## src/rtl/ipml_fifo_unpack_reader.sv

```systemverilog
// Unpacks wide prefetch-FIFO words into narrow lanes with a valid/ready output.
// Two-state FSM holds one word and steps a lane index; the next word is popped on the last lane.
module ipml_fifo_unpack_reader #(
  parameter int c_IN_WIDTH  = 32,
  parameter int c_OUT_WIDTH = 8,
  parameter int c_LSB_FIRST = 1
) (
  input  logic                   rd_clk,
  input  logic                   rd_rst,
  input  logic [c_IN_WIDTH-1:0]  fifo_rd_data,
  input  logic                   fifo_rd_vld,
  output logic                   fifo_rd_en,
  output logic [c_OUT_WIDTH-1:0] out_data,
  output logic                   out_vld,
  input  logic                   out_rdy,
  output logic                   out_last,
  output logic [15:0]            word_cnt
);

  localparam int RATIO  = c_IN_WIDTH / c_OUT_WIDTH;
  localparam int LANE_W = (RATIO > 1) ? $clog2(RATIO) : 1;
  localparam logic [LANE_W-1:0] LAST_LANE = LANE_W'(RATIO - 1);

  typedef enum logic {EMPTY, HOLD} state_t;

  state_t                  state;
  logic [LANE_W-1:0]       lane;
  logic [c_IN_WIDTH-1:0]   hold_word;
  logic                    word_xfer;
  logic                    lane_xfer;

  // Lane 0 is the LS slice when c_LSB_FIRST is set, otherwise the MS slice.
  function automatic logic [c_OUT_WIDTH-1:0] pick_lane(
    input logic [c_IN_WIDTH-1:0] word,
    input logic [LANE_W-1:0]     idx
  );
    int pos;
    pos = (c_LSB_FIRST != 0) ? int'(idx) : (RATIO - 1 - int'(idx));
    return word[pos*c_OUT_WIDTH +: c_OUT_WIDTH];
  endfunction

  assign out_vld    = (state == HOLD);
  assign out_last   = (state == HOLD) && (lane == LAST_LANE);
  assign out_data   = (state == HOLD) ? pick_lane(hold_word, lane) : '0;
  assign lane_xfer  = out_vld & out_rdy;
  assign fifo_rd_en = fifo_rd_vld & ((state == EMPTY) | (lane_xfer & out_last));
  assign word_xfer  = fifo_rd_en & fifo_rd_vld;

  always_ff @(posedge rd_clk or posedge rd_rst) begin
    if (rd_rst) begin
      state     <= EMPTY;
      lane      <= '0;
      hold_word <= '0;
      word_cnt  <= '0;
    end else begin
      if (word_xfer)
        word_cnt <= word_cnt + 16'd1;
      case (state)
        EMPTY: begin
          if (word_xfer) begin
            hold_word <= fifo_rd_data;
            lane      <= '0;
            state     <= HOLD;
          end
        end
        HOLD: begin
          if (lane_xfer) begin
            if (lane != LAST_LANE) begin
              lane <= lane + 1'b1;
            end else if (word_xfer) begin
              // Back-to-back word: reload without a bubble.
              hold_word <= fifo_rd_data;
              lane      <= '0;
            end else begin
              lane  <= '0;
              state <= EMPTY;
            end
          end
        end
        default: begin
          state <= EMPTY;
          lane  <= '0;
        end
      endcase
    end
  end

endmodule

```

## config.mk

```make
export PLATFORM = sky130hd
export DESIGN_NAME = ipml_fifo_unpack_reader
export DESIGN_NICKNAME = d
export VERILOG_FILES = /design/src/rtl/ipml_fifo_unpack_reader.sv
export SDC_FILE = /design/constraint.sdc
export NUM_CORES = 1
export LEC_CHECK = 0
export CAP_MARGIN = 20
export CORE_ASPECT_RATIO = 1.1
export CORE_MARGIN = 1
export CORE_UTILIZATION = 51
export CTS_CLUSTER_DIAMETER = 120
export DETAILED_ROUTE_END_ITERATION = 10
export PLACE_DENSITY = 0.85
export REMOVE_ABC_BUFFERS = 1
export SYNTH_ARGS = -nofsm -noshare
export SYNTH_HDL_FRONTEND = slang
export SYNTH_SLANG_ARGS = --single-unit
```

## constraint.sdc

```tcl
create_clock -name rd_clk -period 4 [get_ports rd_clk]
set_clock_uncertainty 0.1 [all_clocks]
set_input_delay 0.6 -clock rd_clk [delete_from_list [all_inputs] [get_ports rd_clk]]
set_output_delay 0.6 -clock rd_clk [all_outputs]
set_load 0.01 [all_outputs]
```

==> metrics, run 1 <==
CP Data Arrival Time ~2400 ps; H-Tree Level Count 2; max frequency ~320 MHz; count leader, synth nand2_1; CTS Sinks 51; Worst-path clk slew approximately 90 ps; Fin. Hold Viols 0; Detailed Route WL 4587 um; pin count of the biggest net entering global routing between 50 and 60; share of layout cells above drive strength 1 8.503%; Die Y between 70 and 80 um; HPWL Detailed around 3300 um; crit path from lane[1]; syn avg cell area ~10 um^2; multi-input logic area slightly below 1000 um^2; synthesized area 2307 um^2; final core occ 71.01%; leak pwr around 1.4 nW; status completed; Post-synth EDFFs 0; Max Fanout on Critical Path 36; Syn Inst Count 232; crit path kind flip-flop to output pin; cts hold-fix bufs 0; Layout fillers ~330; GRT met2 Usage a little under two fifths; Hold Crit Class flip-flop to flip-flop; setup tns final 0 ps; Max Cap Viol 0; cell taking the most area after synthesis dfrtp_1; top-area cell type share of the netlist area ~55%; CP Capture Type output pin; Synth-to-Final Area Change 32.86%; post-synthesis compound-gate area fraction roughly 1.0%; worst vdd rail ir drop ~0.00043 V; Synth Area in Simple Gates between 20% and 30%; drt drc 0; Post-CTS Setup Bufs 0; design area roughly 3000 um^2; NumNets Final 332; placed inst area just under 3000 um^2; hold_sp hold_word[17]; synth cell count leaders 109 x nand2_1, 51 x dfrtp_1, 14 x xnor2_1; post_cts resized 0; I/O pin count 63; RSZ-0062 raised after global routing no; Vias per Instance just over 5; Worst-Margin Slew 476.0 ps; pwr dens between 600 and 700 nW/um^2; DIE AREA 4797 um^2; count of pins over their slew limit 0; post-synthesis adder-cell area fraction under 10%; Final min period roughly 3100 ps; root buffer cell clkbuf_8; CP Data Required Time about 3300 ps; First-pass DRT Iterations 4; Starting Density roughly 53%; Synth Register Bits 51; multiplexer share of the synthesized area under 10%; initial antenna violation count 0; met3 global-route usage under 10%; largest cells by area after synthesis dfrtp_1 55%, nand2_1 18%, mux4_2 7.8%; synthesized-area fraction occupied by xor and xnor cells around 5.7%; cell row count 25; relative slew slack between 60% and 70%; Max clock buf depth 2; vias in the first global route approximately 1800; GPL Wtd Cong 0.7459; fin crit share between 70% and 80%; average wire per standard cell around 13 um; predominant post-synthesis flop cell dfrtp_1; synth unique cells 24; DR iter-0 viols 79; CTS tree built; Core Box Area about 4300 um^2; main combinational cell family by area after synthesis simple AND/OR/NAND/NOR gates; antenna-violating nets left 0; Port Buffer Count 62; sequential share of the synthesized area 55.31%; Final setup viols 0; Vias around 1800; launching point of the worst reg2reg path lane[1]; ANT cells 0; Yosys Warn Count 0; grt total ovfl 0; insertion delay to the later sink of the worst-skew pair approximately 300 ps; element type at the critical path start flip-flop; total CTS buffers 5; first-pass GRT wire length about 7800 um; asr flop ratio synth 100.0%; GRT met1 Usage between 20% and 30%; die span in x 66.13 um; grt peak-use layer met2; Seq. cell area 1276 um^2; Total Routing Usage GR around 22%
==> kinds of logic (layout without fill, tap and decap cells) <==
logic type	count (synthesis)	in the layout
adders and majority gates	2	2
DFF	51	51
xor gates and xnor gates	15	15
and+or+nand+nor	140	140
buffers and inverters	12	74
AOI/OAI and AO/OA	3	3
muxes	9	9
==> where the power goes <==
part           switching, mW  internal, mW  leakage (nW)
Combinational          0.328         0.454         0.719
Clock                  0.159         0.136        0.0470
Sequential             0.133         0.693         0.652
Total                  0.621          1.28          1.42
==> registers in the layout (all words and copies together) (netlist names) <==
name	count
hold_word	32
word_cnt	16
out_vld	1
lane	2
==> routing by layer <==
metal	up-vias	share of wire (%)
li1	863	-
met1	851	42
met2	51	52
met3	2	5.4
met4	0	0.52
met5	-	0
==> per-stage QoR <==
step                worst slack (ps)  hold slack [ps]  std cells  power [mW]
finish                         867.1            374.4        348       1.904
global route                   694.8            400.0        348       2.040
CTS                            844.9            378.7        347       1.923
detailed placement             957.8            358.3        340       1.625
global placement               977.8            352.4        340       1.589
floorplan                       1241            340.3        222       1.263
==> cells in the final DEF, fill, tap and decap left out, types with 2 or more instances in the layout <==
cell	count
and2_1	9
and3_1	2
buf_4	2
clkbuf_8	6
clkdlybuf4s50_1	62
dfrtp_1	51
ha_1	2
mux4_2	8
nand2_1	109
nand2b_1	3
nand3_1	8
nand4_1	4
nor3_2	2
xnor2_1	14
==> area by class of cell <==
type                    count  share of cell area [%]
well taps                  54                   2.204
multi-input cells         169                   31.59
clock buffers               6                   2.694
inverters                   2                  0.3265
clock inverters             1                  0.1633
repair buffers             65                   21.39
flip-flops and latches     51                   41.63
==> worst paths after layout <==
path | depth (start not counted) | endpoint | slack, ps
max | 5 | fifo_rd_en | 870
min | 2 | hold_word[17] | 370
max reg2reg | 6 | hold_word[21] | 1960
min reg2reg | 2 | hold_word[17] | 370
max in group asynchronous | 3 | hold_word[3] | 2860
min in group asynchronous | 2 | hold_word[2] | 450
==> critical path, cell delays in order (launching register included) <==
cell             delay [ps]
dfrtp_1                 650
ha_1                    290
a21boi_2                100
nand2b_1                200
inv_4                   280
clkdlybuf4s50_1         600
(Power assumes the default switching activity.)
==> inputs of run 2 (changes only) <==
--- a/config.mk
+++ b/config.mk
@@ -8,10 +8,10 @@
 export CAP_MARGIN = 20
 export CORE_ASPECT_RATIO = 1.1
 export CORE_MARGIN = 1
-export CORE_UTILIZATION = 51
+export CORE_UTILIZATION = 48
 export CTS_CLUSTER_DIAMETER = 120
 export DETAILED_ROUTE_END_ITERATION = 10
-export PLACE_DENSITY = 0.85
+export PLACE_DENSITY = 0.81
 export REMOVE_ABC_BUFFERS = 1
 export SYNTH_ARGS = -nofsm -noshare
 export SYNTH_HDL_FRONTEND = slang
==> constraint.sdc (replaced) <==
create_clock -name rd_clk -period 2.9 [get_ports rd_clk]
set_clock_uncertainty 0.1 [all_clocks]
set_input_delay 0.435 -clock rd_clk [delete_from_list [all_inputs] [get_ports rd_clk]]
set_output_delay 0.435 -clock rd_clk [all_outputs]
set_load 0.01 [all_outputs]
==> run 2 against run 1 <==
Compared with the run above:
- flip-flop and latch count stayed put
- via count is 1.1% higher
- global-route usage is 0.089 points lower
- sequential share of layout area is 0.14 points lower
- wire length is 1.2% higher
- critical path depth is 1 higher
- power is 40% higher
- critical path type unchanged
- largest cell class unchanged
- largest power group unchanged
==> metrics, run 2 (synthesis gave the netlist of run 1 again) <==
die span in x 68.11 um (+3.0%); First-pass DRT Iterations 4 (unchanged); worst vdd rail ir drop 0.0005212 V (+20%); Final min period between 2000 and 3000 ps; Total Routing Usage GR 22.02% (-0.089 points); Hold Crit Class flip-flop to flip-flop; max FFs per register 32 (unchanged); status completed; placed inst area 2975 um^2 (+0.59%); insertion delay to the later sink of the worst-skew pair 310 ps (about the same); DIE AREA 5088 um^2 (+6.1%); delay-heaviest family, CP buffers and inverters; CP Capture Type output pin; grt total ovfl 0 (unchanged); Starting Density 49.95% (-3.5 points); Vias 1786 (+1.1%); I/O pin count 63 (unchanged); P_int 1.802 mW (+40%); commonest cells after routing, fill and taps aside 109 x nand2_1, 62 x clkdlybuf4s50_1, 51 x dfrtp_1; post_cts resized 0 (unchanged); worst path bufs/invs 3 (+1); P_sw 863.4 uW (+39%); relative slew slack 57.55% (-11 points); Max clock buf depth 2 (unchanged); count of pins over their slew limit 0 (unchanged); Vias per Instance 5.074 (about the same); Worst-Margin Slew 636.8 ps (+160.8 ps); CP Data Arrival Time 2170 ps (-260 ps); switching portion of total power 32.39% (-0.22 points); average wire per standard cell 13.18 um (about the same); GPL Wtd Cong 0.7477 (+0.24%); cts hold-fix bufs 0 (unchanged); H-Tree Level Count 2 (unchanged); most common cell after layout, fill and taps aside nand2_1; slowest cell on the critical path clkdlybuf4s50_1; NumNets Final 333 (+0.30%); crit path kind flip-flop to output pin; Total Power 2.665 mW (+40%); drt drc 0 (unchanged); design area 3075 um^2 (+0.33%); RSZ-0062 raised after global routing no; critical-path cell list buf_4 -> ha_1 -> a21boi_2 -> nand2b_1 -> inv_4 -> clkdlybuf4s50_1; initial antenna violation count 0 (unchanged); Max Fanout on Critical Path 8 (-78%); Synth-to-Final Area Change 33.30%; max incr delay on CP 470 ps (-180 ps); antenna-violating nets left 0 (unchanged); max frequency ~370 MHz; leak pwr 1.424 nW (+0.37%); Core Box Area 4619 um^2 (+7.0%); Final setup viols 0 (unchanged); Largest regs hold_word x32, word_cnt x16, lane x2; Comb pwr share 40.3% (-0.8 points); largest register by flop count hold_word; final core occ 66.58% (-4.4 points); Die Y 74.72 um (+3.0%); element type at the critical path start flip-flop; CP Data Required Time 2370 ps (-930 ps); total CTS buffers 5 (unchanged); Post-CTS Setup Bufs 0 (unchanged); cell row count 26 (+4.0%); Clk pwr share 16.7% (+1.2 points); first-pass GRT wire length 8086 um (+3.1%); root buffer cell clkbuf_8; Max Cap Viol 0 (unchanged); Fin. Hold Viols 0 (unchanged); vias in the first global route 1768 (+0.80%); Worst-path clk slew 90 ps (about the same); Port Buffer Count 62 (unchanged); Reg power frac 43.0% (-0.4 points); DR iter-0 viols 105 (+33%); CTS tree built; share of layout cells above drive strength 1 8.784% (+0.28 points); setup tns final 0 ps (unchanged); Detailed Route WL 4641 um (+1.2%); fin crit share around 93%; pwr dens 866.6 nW/um^2 (+40%); HPWL Detailed 3233 um (-0.67%); ANT cells 0 (unchanged); pin count of the biggest net entering global routing 52 (unchanged); CTS Sinks 51 (unchanged)
==> run 2: area by class of cell <==
type / count / area (um^2)
multi-input combinational: 169 / 968.4
fill: 369 / 1544
clock buffer: 8 / 100.1
tap: 56 / 70.07
inverter: 2 / 10.01
sequential: 51 / 1276
timing repair buffer: 66 / 650.6
==> run 2: worst paths after layout <==
check	end	cells after the start	slack, ps	from
setup reg to reg	word_cnt[3]	7	760	lane[1]
max in group asynchronous	word_cnt[11]	3	1770	rd_rst
setup / recovery	fifo_rd_en	6	200	lane[0]
hold reg to reg	hold_word[21]	2	380	hold_word[21]
min in group asynchronous	word_cnt[9]	3	500	rd_rst
hold / removal	hold_word[21]	2	380	hold_word[21]
==> run 2: worst register-to-register path: cells and delay by family (launching register included) <==
| family | cells | cell delay [ps] |
|---|---|---|
| flip-flops | 1 | 630 |
| buffers and inverters | 2 | 410 |
| AND/OR/NAND/NOR | 2 | 360 |
| adder cells (fa/ha/maj) | 1 | 300 |
| XOR/XNOR | 1 | 140 |
| AO/OA/AOI/OAI | 1 | 100 |
==> run 2: per-layer routing <==
layer / part of all wire, % / vias up / track usage [%]
li1: - / 867 / -
met1: 43 / 859 / 28.88
met2: 49 / 52 / 34.20
met3: 5.8 / 8 / 7.121
met4: 2.2 / 0 / 8.102
met5: 0 / - / 0
==> run 2: stage by stage <==
step | instances | worst slack (ps) | hold slack (ps)
2_1_floorplan | 222 | 305.8 | 340.3
3_3_place_gp | 344 | 492.5 | 352.1
3_5_place_dp | 344 | 493.6 | 360.1
4_1_cts | 352 | 164.4 | 381.8
5_1_grt | 352 | 66.34 | 407.1
6_report | 352 | 197.0 | 376.6
==> run 2: power groups by stage <==
stage          clock [mW]  combinational, mW  sequential (mW)
2_1_floorplan           0              0.613             1.13
3_3_place_gp            0               1.05             1.15
3_5_place_dp            0               1.08             1.16
4_1_cts             0.455               1.09             1.15
5_1_grt             0.488               1.20             1.18
6_report            0.445               1.07             1.15
==> inputs of run 3 (changes only) <==
--- a/config.mk
+++ b/config.mk
@@ -10,6 +10,7 @@
 export CORE_MARGIN = 1
 export CORE_UTILIZATION = 48
 export CTS_CLUSTER_DIAMETER = 120
+export CTS_CLUSTER_SIZE = 20
 export DETAILED_ROUTE_END_ITERATION = 10
 export PLACE_DENSITY = 0.81
 export REMOVE_ABC_BUFFERS = 1
==> results of run 3 <==
Same layout as run 2: the final DEF is identical, and so are final timing and power.
